`src/rtl/fast_command_encoder.sv`:
```
// Fast-command encoder: buffers 8-bit commands in a FIFO and serialises one word per 8 clocks, MSB first.
// Optional macro FC_BCR_GEN_EN inserts BCR_WORD once per orbit of ORBIT_WORDS word slots.
module fast_command_encoder #(
  parameter logic [7:0]  IDLE_WORD   = 8'hAC,
  parameter int unsigned FIFO_DEPTH  = 4,
  parameter logic [7:0]  BCR_WORD    = 8'h5A,
  parameter int unsigned ORBIT_WORDS = 3564
) (
  input  logic                          fc_clk_i,
  input  logic                          fc_rst_i,
  input  logic [7:0]                    cmd_i,
  input  logic                          cmd_valid_i,
  output logic                          cmd_ready_o,
  output logic                          fc_sig_o,
  output logic                          word_start_o,
  output logic                          cmd_sent_o,
  output logic [$clog2(FIFO_DEPTH):0]   fifo_level_o
);

  localparam int unsigned PtrW = $clog2(FIFO_DEPTH);
  localparam int unsigned LvlW = $clog2(FIFO_DEPTH) + 1;

  logic [7:0]      fifo_mem_q [FIFO_DEPTH];
  logic [PtrW-1:0] wr_ptr_q, wr_ptr_d;
  logic [PtrW-1:0] rd_ptr_q, rd_ptr_d;
  logic [LvlW-1:0] level_q, level_d;
  logic [7:0]      shifter_q, shifter_d;
  logic [2:0]      bit_cnt_q, bit_cnt_d;
  logic            fc_sig_q, fc_sig_d;
  logic            word_start_q, word_start_d;
  logic            cmd_sent_q, cmd_sent_d;
  logic            push, pop, boundary, fifo_empty, bcr_slot;

  // Ready depends only on the stored level, so a full FIFO never accepts even while popping.
  assign fifo_empty  = (level_q == '0);
  assign cmd_ready_o = (level_q != LvlW'(FIFO_DEPTH));
  assign push        = cmd_valid_i && cmd_ready_o;
  assign boundary    = (bit_cnt_q == 3'd7);
  assign pop         = boundary && !fifo_empty && !bcr_slot;

`ifdef FC_BCR_GEN_EN
  localparam int unsigned OrbW = $clog2(ORBIT_WORDS);

  logic [OrbW-1:0] orbit_cnt_q, orbit_cnt_d;

  // orbit_cnt_q is the slot index of the word currently held in the shifter.
  always_comb begin
    orbit_cnt_d = orbit_cnt_q;
    if (boundary) begin
      if (orbit_cnt_q == OrbW'(ORBIT_WORDS - 1)) begin
        orbit_cnt_d = '0;
      end else begin
        orbit_cnt_d = orbit_cnt_q + OrbW'(1);
      end
    end
  end

  assign bcr_slot = boundary && (orbit_cnt_d == OrbW'(ORBIT_WORDS - 1));

  always_ff @(posedge fc_clk_i or posedge fc_rst_i) begin
    if (fc_rst_i) begin
      orbit_cnt_q <= '0;
    end else begin
      orbit_cnt_q <= orbit_cnt_d;
    end
  end
`else
  assign bcr_slot = 1'b0;

  if (ORBIT_WORDS < 2) begin : g_orbit_unused
  end
`endif

  always_ff @(posedge fc_clk_i) begin
    if (push) begin
      fifo_mem_q[wr_ptr_q] <= cmd_i;
    end
  end

  always_comb begin
    wr_ptr_d = wr_ptr_q;
    rd_ptr_d = rd_ptr_q;
    level_d  = level_q;
    if (push) begin
      wr_ptr_d = wr_ptr_q + PtrW'(1);
    end
    if (pop) begin
      rd_ptr_d = rd_ptr_q + PtrW'(1);
    end
    case ({push, pop})
      2'b10:   level_d = level_q + LvlW'(1);
      2'b01:   level_d = level_q - LvlW'(1);
      default: level_d = level_q;
    endcase
  end

  // The serialiser runs every edge; words are only swapped at the bit-7 boundary.
  always_comb begin
    fc_sig_d     = shifter_q[7];
    word_start_d = (bit_cnt_q == 3'd0);
    cmd_sent_d   = pop;
    if (boundary) begin
      bit_cnt_d = 3'd0;
      if (bcr_slot) begin
        shifter_d = BCR_WORD;
      end else if (pop) begin
        shifter_d = fifo_mem_q[rd_ptr_q];
      end else begin
        shifter_d = IDLE_WORD;
      end
    end else begin
      bit_cnt_d = bit_cnt_q + 3'd1;
      shifter_d = {shifter_q[6:0], 1'b0};
    end
  end

  always_ff @(posedge fc_clk_i or posedge fc_rst_i) begin
    if (fc_rst_i) begin
      wr_ptr_q     <= '0;
      rd_ptr_q     <= '0;
      level_q      <= '0;
      shifter_q    <= IDLE_WORD;
      bit_cnt_q    <= 3'd0;
      fc_sig_q     <= 1'b0;
      word_start_q <= 1'b0;
      cmd_sent_q   <= 1'b0;
    end else begin
      wr_ptr_q     <= wr_ptr_d;
      rd_ptr_q     <= rd_ptr_d;
      level_q      <= level_d;
      shifter_q    <= shifter_d;
      bit_cnt_q    <= bit_cnt_d;
      fc_sig_q     <= fc_sig_d;
      word_start_q <= word_start_d;
      cmd_sent_q   <= cmd_sent_d;
    end
  end

  assign fc_sig_o     = fc_sig_q;
  assign word_start_o = word_start_q;
  assign cmd_sent_o   = cmd_sent_q;
  assign fifo_level_o = level_q;

endmodule

```
`config.mk`:
```
export PLATFORM = sky130hd
export DESIGN_NAME = fast_command_encoder
export DESIGN_NICKNAME = d
export VERILOG_FILES = /design/src/rtl/fast_command_encoder.sv
export SDC_FILE = /design/constraint.sdc
export NUM_CORES = 1
export LEC_CHECK = 0
export BUFFER_PORTS_ARGS = -buffer_cell sky130_fd_sc_hd__buf_2
export CORE_ASPECT_RATIO = 0.6
export CORE_MARGIN = 1.5
export CORE_UTILIZATION = 57
export CTS_CLUSTER_SIZE = 14
export DETAILED_ROUTE_END_ITERATION = 7
export PLACE_DENSITY = 0.77
export SYNTH_ARGS = -nofsm -noshare
export SYNTH_HDL_FRONTEND = slang
export SYNTH_SLANG_ARGS = --single-unit
```
`constraint.sdc`:
```
create_clock -name fc_clk_i -period 3.1 [get_ports fc_clk_i]
set_clock_uncertainty 0.1 [all_clocks]
set_input_delay 0.93 -clock fc_clk_i [delete_from_list [all_inputs] [get_ports fc_clk_i]]
set_output_delay 0.93 -clock fc_clk_i [all_outputs]
set_load 0.1 [all_outputs]
```
Word level (Yosys, flattened, before mapping)
Memory sizes are Yosys's and may differ from the RTL's.
Cells that the tools add are included.

storage, ports and cells
  flip-flop bits (word level) = 21
  bits in writable memories = 32
  output and inout port bits = 7
  memories kept = 1
  logic and storage cells = 30

cells by class
  equal/unequal tests = 4
  muxes and demuxes = 6
  reduce and logical (&&, ||, !) cells = 6
  add/subtract/negate cells = 5

memory list
  name        depth  width  rd ports  clocked after Yosys merged registers in  write ports  RTL line  text
  fifo_mem_q  4      8      1         0                                        1            23        logic [7:0] fifo_mem_q [FIFO_DEPTH];

operators by type and width
  kind                                               count
  two-way mux 8 bit                                  2
  adder 3 x 1 -> 3 bit (second input constant)       2
  logical NOT 3 bit                                  2
  case mux 3 bit (2 select lines)                    1
  adder 2 x 1 -> 2 bit (second input constant)       2
  == test 3 bit (second input constant)              1
  two-way mux 3 bit                                  1
  != test 3 bit (second input constant)              1
  subtractor 3 x 1 -> 3 bit (second input constant)  1
  == test 2 x 1 -> 1 bit (second input constant)     1
  == test 2 bit (second input constant)              1
  logical AND 1 bit                                  2
  two-way mux 1 bit                                  2
  nonzero test 2 bit                                 1
  logical NOT 1 bit                                  1

Depth between registers and ports, before layout
Gate-level depths: netlist (run 1).

  depth in word-level cells = 5
  mapped depth = 11

Worst setup path before layout (run 1)
Ideal clock, no wire load.

  path type = reg2reg
  start point = register level_q[2] (netlist: fifo_level_o[2])
  end point = register level_q[2] (netlist: fifo_level_o[2])
  path slack = 0.065 ns
  period minus slack after synthesis = 3.035 ns
  cell stages (with the launch flop) = 10
  data arrival time = 2.772 ns
  path through = dfrtp_1 -> or3b_4 -> and2_4 -> inv_1 -> ha_1 -> inv_1 -> fa_1 -> xor2_1 -> nor2_1 -> xor2_1

on the way
  elaborated cells between the ends (all ways) = 11
  those cells by class = add/sub (2); eq/ne (3); mux (1); reduce/logical (5)

RTL lines
  what                                                                          RTL line  text
  from (decl)                                                                   26        logic [LvlW-1:0] level_q, level_d;
  from (signal assigned)                                                        130       level_q <= level_d;
  != test 3 bit *                                                               36        assign cmd_ready_o = (level_q != LvlW'(FIFO_DEPTH));
  net cmd_ready_o                                                               13        output logic cmd_ready_o,
  logical AND 1 bit *                                                           37        assign push = cmd_valid_i && cmd_ready_o;
  == test 2 x 1 -> 1 bit / == test 2 bit (equally long branches)                90        case ({push, pop})
  case mux 3 bit (2 select lines) / nonzero test 2 bit (equally long branches)  n/a

Mark *: on every way through the listed nets, which the timed path passes. The rest lies on a longest branch.
A chain may end at the register's enable or synchronous reset.

Worst setup path after layout (run 1)
  start point = register bit_cnt_q[0]
  end point = register level_q[2] (netlist: fifo_level_o[2])

on the way
  word-level cells in the longest chain between the ends = 4
  elaborated cells between the ends (all ways) = 6
  those cells by class = eq/ne (3); mux (1); reduce/logical (2)

RTL lines
  what                                                                          RTL line  text
  from (decl)                                                                   28        logic [2:0] bit_cnt_q, bit_cnt_d;
  from (signal assigned)                                                        132       bit_cnt_q <= bit_cnt_d;
  == test 3 bit *                                                               38        assign boundary = (bit_cnt_q == 3'd7);
  logical AND 1 bit *                                                           39        assign pop = boundary && !fifo_empty && !bcr_slot;
  net cmd_sent_d                                                                31        logic cmd_sent_q, cmd_sent_d;
  == test 2 x 1 -> 1 bit / == test 2 bit (equally long branches)                90
  case mux 3 bit (2 select lines) / nonzero test 2 bit (equally long branches)  n/a

Marked as above.

==> results of run 1 <==
## cell families (layout without fill, tap and decap cells)
family,after synthesis,in the layout,share of synthesized area (%)
DFF,53,53,71.7
muxes,10,10,9.86
AOI/OAI and AO/OA,8,8,3.01
buffers and inverters,16,38,3.01
and+or+nand+nor,15,15,4.15
adders and majority gates,9,9,5.77
xor gates and xnor gates,6,6,2.53
## cell usage after synthesis
| cell | number | share of area (%) |
|---|---|---|
| dfrtp_1 | 17 | 20 |
| o31ai_2 | 1 | 0.60 |
| ha_1 | 8 | 4.8 |
| and3_1 | 4 | 1.2 |
| fa_1 | 1 | 0.96 |
| clkbuf_1 | 1 | 0.18 |
| mux2i_1 | 1 | 0.48 |
| nor2b_1 | 2 | 0.60 |
| nand2_1 | 4 | 0.72 |
| xor2_1 | 2 | 0.84 |
| mux4_2 | 8 | 8.7 |
| and2_1 | 1 | 0.30 |
| or3b_4 | 1 | 0.54 |
| o22a_1 | 4 | 1.7 |
| buf_2 | 2 | 0.48 |
| o21ai_0 | 3 | 0.72 |
| nor2_1 | 2 | 0.36 |
| dfstp_2 | 4 | 5.1 |
| and2_4 | 1 | 0.42 |
| edfxtp_1 | 32 | 46 |
| xnor2_1 | 4 | 1.7 |
| mux2_4 | 1 | 0.72 |
| inv_1 | 13 | 2.3 |
## cells in the final DEF, fill, tap and decap left out, drive strengths merged
master and n:
edfxtp 32, dfrtp 17, buf 17, inv 13, mux4 8, ha 8
clkbuf 7, xnor2 4, nand2 4, o22a 4, and3 4, dfstp 4
o21ai 3, nor2b 2, nor2 2, xor2 2, and2 2, mux2i 1
o31ai 1, or3b 1, mux2 1, fa 1, clkinvlp 1
## final cells by class
class / count / area [um^2]
timing repair buffer: 17 / 85.1
inverter: 13 / 48.8
tap: 45 / 56.3
fill: 217 / 1070
clock inverter: 1 / 7.51
sequential: 53 / 1490
multi-input combinational: 48 / 527
clock buffer: 7 / 76.3
## worst paths after layout
path | startpoint | endpoint | slack [ns] | cells past startpoint
max | bit_cnt_q[0] | fifo_level_o[2] | 0.51 | 10
min | shifter_q[7] | fc_sig_o | 0.29 | 0
max reg2reg | bit_cnt_q[0] | fifo_level_o[2] | 0.51 | 10
min reg2reg | shifter_q[7] | fc_sig_o | 0.29 | 0
max in group asynchronous | fc_rst_i | shifter_q[4] | 1.77 | 2
min in group asynchronous | fc_rst_i | word_start_o | 0.66 | 2
## registers in the layout, summed over array words and instances (netlist names)
signal / count
bit_cnt_q: 3
fifo_level_o: 3
word_start_o: 1
rd_ptr_q: 2
fifo_mem_q: 32
fc_sig_o: 1
cmd_sent_o: 1
wr_ptr_q: 2
shifter_q: 8
## per-stage QoR
stage / setup slack (ns) / total power [uW] / hold slack, ns / util [%] / instance area (um^2)
2_1_floorplan: 0.0647 / 1640 / 0.279 / - / 2080
6_report: 0.508 / 2130 / 0.295 / 68.2 / 2290
3_5_place_dp: 0.525 / 1800 / 0.283 / 65.7 / 2210
5_1_grt: 0.313 / 2240 / 0.301 / 68.2 / 2290
4_1_cts: 0.510 / 2150 / 0.295 / 68.2 / 2290
3_3_place_gp: 0.680 / 1780 / 0.282 / 65.7 / 2210
## metal layers
metal	track usage [%]	routed length, um
met1	24.9	1420
met2	28.9	1470
met3	5.56	148
met4	4.31	27
met5	0	0
## power breakdown
group | leakage [uW] | total [uW] | switching [uW] | internal, uW
Clock | 0.0000385 | 354 | 194 | 160
Combinational | 0.000344 | 678 | 430 | 248
Sequential | 0.000538 | 1100 | 139 | 960
Total | 0.000921 | 2130 | 763 | 1370
## worst max-delay path: cells and delay by family (launching register included)
kind | cells | cell delay, ns
buffers and inverters | 2 | 0.31
flip-flops | 1 | 0.39
AO/OA/AOI/OAI | 1 | 0.20
adder cells (fa/ha/maj) | 4 | 1.10
XOR/XNOR | 2 | 0.31
AND/OR/NAND/NOR | 1 | 0.11
==> results.sh, run 1 <==
export IMPL_relSlewSlack_pct=50.2
export IMPL_dpl_cell_count=176
export IMPL_die_w_um=81
export IMPL_status="finished clean"
export IMPL_die_h_um=49.8
export IMPL_ys_ff_latch=53
export IMPL_cp_end_kind="flip-flop"
export IMPL_cap_violations=0
export IMPL_root_buffer="clkbuf_8"
export IMPL_final_min_clock_period_ns=2.59
export IMPL_route_antenna_remaining_nets=0
export IMPL_final_nets=158
export IMPL_cts_buffer_depth=2
export IMPL_synth_avg_cell_area_um2=17.8
export IMPL_rsz0062_at_grt="no"
export IMPL_grt_overflow=0
export IMPL_num_vias=1002
export IMPL_grt_pass1_wl_um=5100
export IMPL_tightest_slew_ns=0.746
export IMPL_synth_cell_types=23
export IMPL_cts_buffers=5
export IMPL_start_util_pct=61.9
export IMPL_ios=18
export IMPL_crit_type="reg2reg"
export IMPL_cp_data_required_time_ns=3.21
export IMPL_rows=16
export IMPL_first_pass_iters=7
export IMPL_die_area_mm2=0.00403
export IMPL_syn_nets=137
export IMPL_startpoint_type="flip-flop"
export IMPL_dp_hpwl_um=2210
export IMPL_final_setup_tns_ns=0
export IMPL_cpPeakStageDelay_ns=0.39
export IMPL_drive_gt1_share_pct=28.1
export IMPL_p_leak_uw=0.000921
export IMPL_netlist_instances=117
export IMPL_antenna_found_initial=0
export IMPL_ir_drop_uv=491
export IMPL_postCtsSetupRepairBufs=0
export IMPL_totalWireLength_um=3060
export IMPL_finalCritPeriodShare_pct=83.6
export IMPL_grtUsageTotal_pct=18.2
export IMPL_gp_congestion=0.797
export IMPL_syn_area_mm2=0.00208
export IMPL_p_per_area_mw_per_mm2=929
export IMPL_syn_to_final_growth_pct=10.2
export IMPL_cp_slowest_cell="dfrtp_1"
export IMPL_cts_sinks=53
export IMPL_tritoncts="yes"
export IMPL_fmax_mhz=386
export IMPL_drv_slew=0
export IMPL_cp_max_fo=10
export IMPL_coreArea_mm2=0.00336
export IMPL_vias_per_cell=5.45
export IMPL_timing_final_hold_violations=0
export IMPL_clkTransAtPathRegs_ns=0.08
export IMPL_setup_viol=0
export IMPL_post_drt_wl_per_cell_um=16.6
export IMPL_drc=0
export IMPL_grt_pass1_vias=1069
export IMPL_cp_arrival_ns=2.70
export IMPL_yosysSeqAreaShare_pct=71.7
export IMPL_stdcell_count=184
export IMPL_cp_cell_sequence="ha_1 > ha_1 > o31ai_2 > inv_1 > ha_1 > inv_1 > fa_1 > xor2_1 > nor2_1 > xor2_1"
export IMPL_clk_latency_ns=0.29
export IMPL_ctsHtreeMaxLevel=2
export IMPL_ctsHoldBuffers=0
export IMPL_post_cts_resize_count=0
export IMPL_ys_warnings_count=0
export IMPL_min_path_type="reg2reg"
export IMPL_portBuffers=17
export IMPL_drtIter0Drc=43
export IMPL_num_antenna_cells=0
export IMPL_cp_common_cell="ha_1"
export IMPL_grt_max_degree=22
(Power assumes the default switching activity.)
==> run 2, diff against run 1 <==
ABC_AREA = 1   (was not set)
CORE_UTILIZATION = 58   (was 57)
PLACE_DENSITY = 0.78   (was 0.77)
clock period = 2.5 ns   (was 3.1 ns; I/O delays follow)
==> run 2 against run 1 <==
  * Utilization increased by 0.71 points
  * Sequential power increased by 23%
  * First-iteration DRC count is 79% higher
  * Setup slack worse by 0.16 ns
  * Final area increased by 11%
  * Critical path depth fell by 7
  * Sequential share of layout area decreased by 6.4 points
  * Clock power increased by 68%
  * Critical path type is now reg2out
  * Die area up 6.2%
  * Wire length is 25% higher
  * Largest cell class unchanged
  * Global-route usage increased by 1.7 points
  * Highest routed layer unchanged
  * Flip-flop and latch count is the same
==> results.sh, run 2 <==
export IMPL_status="finished clean"
export IMPL_cts_buffers=5
export IMPL_root_buffer="clkbuf_8"
export IMPL_rows=17
export IMPL_portBuffers=17
export IMPL_ctsHtreeMaxLevel=2
export IMPL_synthTopCellsByArea="edfxtp_1 43%, dfrtp_1 19%, nand2_1 7.2%, inv_1 5.7%, nand3_1 4.9%"
export IMPL_die_w_um=83.5
export IMPL_drtIter0Drc=77
export IMPL_ios=18
export IMPL_crit_type="reg2out"
export IMPL_cp_data_required_time_ns=1.65
export IMPL_synthTopCellsByCount="43 x nand2_1, 34 x inv_1, 32 x edfxtp_1"
export IMPL_final_nets=249
export IMPL_cp_end_kind="primary output"
export IMPL_cpPeakStageDelay_ns=0.45
export IMPL_drc=0
export IMPL_rsz0062_at_grt="no"
export IMPL_syn_to_final_growth_pct=13.0
export IMPL_gp_congestion=0.752
export IMPL_finalCritPeriodShare_pct=86.0
export IMPL_min_path_type="reg2reg"
export IMPL_final_setup_tns_ns=0
export IMPL_holdWs_ns=0.295
export IMPL_postCtsSetupRepairBufs=0
export IMPL_totalWireLength_um=3820
export IMPL_num_vias=1376
export IMPL_drv_slew=0
export IMPL_synth_top_area_share_pct=42.6
export IMPL_synth_avg_cell_area_um2=11.2
export IMPL_layout_commonest_cell="nand2_1"
export IMPL_cap_violations=0
export IMPL_fmax_mhz=465
export IMPL_post_cts_resize_count=0
export IMPL_synth_most_common_cell="nand2_1"
export IMPL_drive_gt1_share_pct=20.4
export IMPL_cts_buffer_depth=2
export IMPL_dp_hpwl_um=2660
export IMPL_start_util_pct=60.9
export IMPL_grtUsageTotal_pct=19.9
export IMPL_synth_edf_count=32
export IMPL_relSlewSlack_pct=52.5
export IMPL_num_antenna_cells=0
export IMPL_ys_flop_type="edfxtp_1"
export IMPL_synth_cell_types=25
export IMPL_startpoint_type="flip-flop"
export IMPL_coreArea_mm2=0.00370
export IMPL_syn_nets=221
export IMPL_clkTransAtPathRegs_ns=0.09
export IMPL_p_leak_uw=0.00117
export IMPL_yosysSeqAreaShare_pct=66.1
export IMPL_grt_pass1_wl_um=6110
export IMPL_tritoncts="yes"
export IMPL_syn_area_mm2=0.00225
export IMPL_critical_path_buf_inv_count=1
export IMPL_cp_arrival_ns=1.30
export IMPL_cp_max_fo=4
export IMPL_ir_drop_uv=674
export IMPL_cts_sinks=53
export IMPL_synth_top_cell_by_area="edfxtp_1"
export IMPL_p_per_area_mw_per_mm2=1150
export IMPL_timing_final_hold_violations=0
export IMPL_grt_overflow=0
export IMPL_vias_per_cell=4.97
export IMPL_final_min_clock_period_ns=2.15
export IMPL_grt_pass1_vias=1301
export IMPL_post_drt_wl_per_cell_um=13.8
export IMPL_route_antenna_remaining_nets=0
export IMPL_async_flop_share_pct=39.6
export IMPL_grt_max_degree=21
export IMPL_setup_viol=0
export IMPL_crit_family="flip-flops"
export IMPL_antenna_found_initial=0
export IMPL_ys_ff_latch=53
export IMPL_first_pass_iters=4
export IMPL_reg_top3="fifo_mem_q: 32 flops, shifter_q: 8 flops"
export IMPL_cp_cell_sequence="nor2_4 > nand2_4 > buf_2"
export IMPL_layout_common_cells="43 x nand2_1, 34 x inv_1, 32 x edfxtp_1, 22 x nand3_1, 17 x buf_2"
export IMPL_clk_latency_ns=0.31
export IMPL_tightest_slew_ns=0.712
export IMPL_largest_register_ffs=32
export IMPL_ys_warnings_count=0
export IMPL_largest_register="fifo_mem_q"
export IMPL_netlist_instances=201
export IMPL_ctsHoldBuffers=0
export IMPL_die_area_mm2=0.00428
export IMPL_cp_slowest_cell="dfrtp_2"
export IMPL_die_h_um=51.3
==> run 2: worst paths after layout <==
path	from	end	slack (ns)	cells after the start
max reg2reg	bit_cnt_q[0]	fifo_level_o[2]	0.36	10
min	shifter_q[7]	fc_sig_o	0.30	0
min reg2reg	shifter_q[7]	fc_sig_o	0.30	0
max in group asynchronous	fc_rst_i	shifter_q[3]	1.25	3
max	fifo_level_o[0]	cmd_ready_o	0.35	3
min in group asynchronous	fc_rst_i	fc_sig_o	0.44	2
==> run 2: power breakdown <==
group          total (uW)  switching (uW)  internal, uW
combinational         995             729           266
clock                 593             266           326
sequential           1350             162          1190
total                2940            1160          1780
==> run 2: cell type report <==
type                    count  area [um^2]
multi-input cells         106          588
well taps                  47         58.8
clock buffers               7         86.3
fillers                   272         1150
repair buffers             25          145
clock inverters             1         30.0
inverters                  38          145
flip-flops and latches     53         1500
==> run 2: stage by stage <==
stage                     utilization, %  total power, uW  worst slack, ns  instances  area (um^2)
after global placement              65.7             2330            0.344        269         2430
final                               68.9             2940            0.350        277         2550
after detailed placement            65.7             2370            0.290        269         2430
after CTS                           68.9             2950            0.345        277         2550
after floorplan                        -             2160           0.0691        201         2260
after global routing                68.9             3110            0.227        277         2550
==> run 2: logic make-up (layout without fill, tap and decap cells) <==
logic type / Yosys count / after routing / synth area share (%)
adders and majority gates: 9 / 9 / 5.33
buffers and inverters: 42 / 71 / 7.99
xor gates and xnor gates: 4 / 4 / 1.55
DFF: 53 / 53 / 66.1
AOI/OAI and AO/OA: 8 / 8 / 2.27
and+or+nand+nor: 85 / 85 / 16.7
==> run 2: metal layers <==
metal | GRT usage, % | vias to the layer above | wire (um)
li1 | - | 685 | -
met1 | 27.5 | 645 | 1780
met2 | 30.2 | 38 | 1730
met3 | 5.01 | 8 | 251
met4 | 9.02 | 0 | 56
met5 | 0 | - | 0
==> run 3, diff against run 2 <==
ABC_AREA = not set   (was 1)
CORE_UTILIZATION = 57   (was 58)
PLACE_DENSITY = 0.77   (was 0.78)
==> run 3 against run 2 <==
  * Hold slack got worse by 0.0043 ns
  * Power decreased by 8.2%
  * Final cell count decreased by 32%
  * Final area decreased by 7.6%
  * Register-to-register slack got worse by 0.14 ns
  * Sequential power about the same
  * Non-clock buffer count decreased by 4
  * Count of clock-buffer cells in the layout decreased by 2
  * Global-route usage increased by 0.60 points
  * Highest routed layer unchanged
  * First-iteration DRC count decreased by 3.9%
  * Largest power group unchanged
  * Combinational power decreased by 15%
==> results.sh, run 3 (synthesis gave the netlist of run 1 again) <==
export IMPL_met1_usage_pct=27.6
export IMPL_root_buffer="clkbuf_8"
export IMPL_hold_path_end="fc_sig_o"
export IMPL_p_sw_share_pct=36.3
export IMPL_nFillCells=227
export IMPL_crit_type="reg2out"
export IMPL_drv_slew=0
export IMPL_p_leak_uw=0.000942
export IMPL_cts_buffers=5
export IMPL_final_core_util_pct=70.0
export IMPL_drive_gt1_share_pct=36.4
export IMPL_rr_worst_depth=9
export IMPL_die_h_um=49.8
export IMPL_holdCritStartpoint="shifter_q[7]"
export IMPL_pwr_share_seq_pct=51.0
export IMPL_rsz0062_at_grt="no"
export IMPL_grt_max_degree=18
export IMPL_ir_drop_uv=740
export IMPL_postCtsSetupRepairBufs=0
export IMPL_grt_pass1_vias=1151
export IMPL_syn_to_final_growth_pct=13.2
export IMPL_vias_per_cell=5.37
export IMPL_drc=0
export IMPL_tritoncts="yes"
export IMPL_portBuffers=17
export IMPL_grt_overflow=0
export IMPL_die_w_um=81
export IMPL_final_area_mm2=0.00235
export IMPL_cp_arrival_ns=1.54
export IMPL_cp_max_fo=6
export IMPL_cp_end_kind="primary output"
export IMPL_drtIter0Drc=74
export IMPL_die_area_mm2=0.00403
export IMPL_post_cts_resize_count=0
export IMPL_pre_cts_slack_ns=0.228
export IMPL_ios=18
export IMPL_finalCritPeriodShare_pct=95.7
export IMPL_cp_slowest_cell="dfrtp_4"
export IMPL_cp_data_required_time_ns=1.65
export IMPL_multi_input_area_um2=542
export IMPL_use_met3_pct=5.00
export IMPL_setup_viol=0
export IMPL_placed_cell_area_mm2=0.00226
export IMPL_rr_endpoint="fifo_level_o[2]"
export IMPL_route_antenna_remaining_nets=0
export IMPL_antenna_found_initial=0
export IMPL_timing_final_ws_setup_ns=0.108
export IMPL_totalWireLength_um=3340
export IMPL_num_vias=1010
export IMPL_cpPeakStageDelay_ns=0.50
export IMPL_status="finished clean"
export IMPL_cap_violations=0
export IMPL_layout_common_cells="32 x edfxtp_1, 17 x buf_2, 14 x dfrtp_1, 11 x inv_1, 8 x mux4_2"
export IMPL_rows=16
export IMPL_dp_hpwl_um=2400
export IMPL_use_met2_pct=34.2
export IMPL_largest_register="fifo_mem_q"
export IMPL_timing_final_hold_violations=0
export IMPL_cp_cell_sequence="or3b_4 > buf_2"
export IMPL_largest_register_ffs=32
export IMPL_reg_top3="fifo_mem_q: 32 flops, shifter_q: 8 flops"
export IMPL_layout_commonest_cell="edfxtp_1"
export IMPL_min_path_type="reg2reg"
export IMPL_ctsHoldBuffers=0
export IMPL_post_drt_wl_per_cell_um=17.8
export IMPL_startpoint_type="flip-flop"
export IMPL_area_sequential_mm2=0.00150
export IMPL_start_util_pct=61.9
export IMPL_gr_max_usage_layer="met2"
export IMPL_first_pass_iters=4
export IMPL_p_comb_share_pct=31.5
export IMPL_ctsHtreeMaxLevel=2
export IMPL_clockPowerShare_pct=17.6
export IMPL_finalPower_uw=2700
export IMPL_final_min_clock_period_ns=2.39
export IMPL_intPower_uw=1720
export IMPL_gp_congestion=0.725
export IMPL_cts_buffer_depth=2
export IMPL_rrSetupSlack_ns=0.22
export IMPL_final_setup_tns_ns=0
export IMPL_worstReg2RegStart="fifo_level_o[1]"
export IMPL_clk_latency_ns=0.30
export IMPL_fmax_mhz=418
export IMPL_grt_pass1_wl_um=5740
export IMPL_relSlewSlack_pct=59.0
export IMPL_grtUsageTotal_pct=20.4
export IMPL_cts_sinks=53
export IMPL_coreArea_mm2=0.00336
export IMPL_final_nets=162
export IMPL_tightest_slew_ns=0.615
export IMPL_clkTransAtPathRegs_ns=0.10
export IMPL_p_sw_uw=978
export IMPL_p_per_area_mw_per_mm2=1150
export IMPL_min_path_cells=0
export IMPL_num_antenna_cells=0
[run 3: cell types whose count changed in the layout (fill, tap and decap cells not counted), moves of 3 or more]
| cell | delta |
|---|---|
| o21ai_1 | -3 |
| inv_1 | -23 |
| nand3_1 | -22 |
| nor2_1 | -10 |
| o22a_1 | +4 |
| dfrtp_4 | +3 |
| and3_1 | +4 |
| xnor2_1 | +3 |
| mux4_2 | +8 |
| or2_1 | -4 |
| buf_4 | -4 |
| a21oi_1 | -3 |
| nand2_1 | -39 |
| dfrtp_2 | -3 |
[run 3: how the worst max path moves through the flow]
stage	startpoint	endpoint	depth (start not counted)
5_1_grt	fifo_level_o[1]	cmd_ready_o	2
4_1_cts	fifo_level_o[1]	cmd_ready_o	2
3_5_place_dp	fifo_level_o[1]	fifo_level_o[2]	9
6_report	fifo_level_o[1]	cmd_ready_o	2
2_1_floorplan	fifo_level_o[1]	fifo_level_o[2]	9
3_3_place_gp	fifo_level_o[1]	fifo_level_o[2]	9
[run 3: critical path: cells and delay by family (launching register included)]
kind                   cells  cell delay, ns
buffers and inverters      1            0.31
DFF                        1            0.50
and+or+nand+nor            1            0.44
[run 3: metal layers]
layer  up-vias  share of wire [%]
li1        467                  -
met1       516                 46
met2        22                 49
met3         5                4.6
met4         0               0.75
met5         -                  0
[run 3: area by class of cell]
cell class              instances  share of cell area [%]
multi-input cells              48                    23.0
clock inverters                 3                   0.903
repair buffers                 21                    4.89
well taps                      45                    2.39
clock buffers                   5                    2.92
inverters                      13                    2.07
flip-flops and latches         53                    63.8
[run 3: stage by stage]
step                std cells  hold WS, ns
global route              188        0.304
global placement          180        0.283
floorplan                 117        0.279
detailed placement        180        0.282
CTS                       188        0.293
finish                    188        0.291
[run 3: power by group through the flow]
stage / registers (uW) / logic, uW / clock network, uW
4_1_cts: 1380 / 861 / 478
6_report: 1370 / 850 / 473
5_1_grt: 1410 / 906 / 514
2_1_floorplan: 1540 / 520 / 0
3_5_place_dp: 1400 / 856 / 0
3_3_place_gp: 1380 / 829 / 0
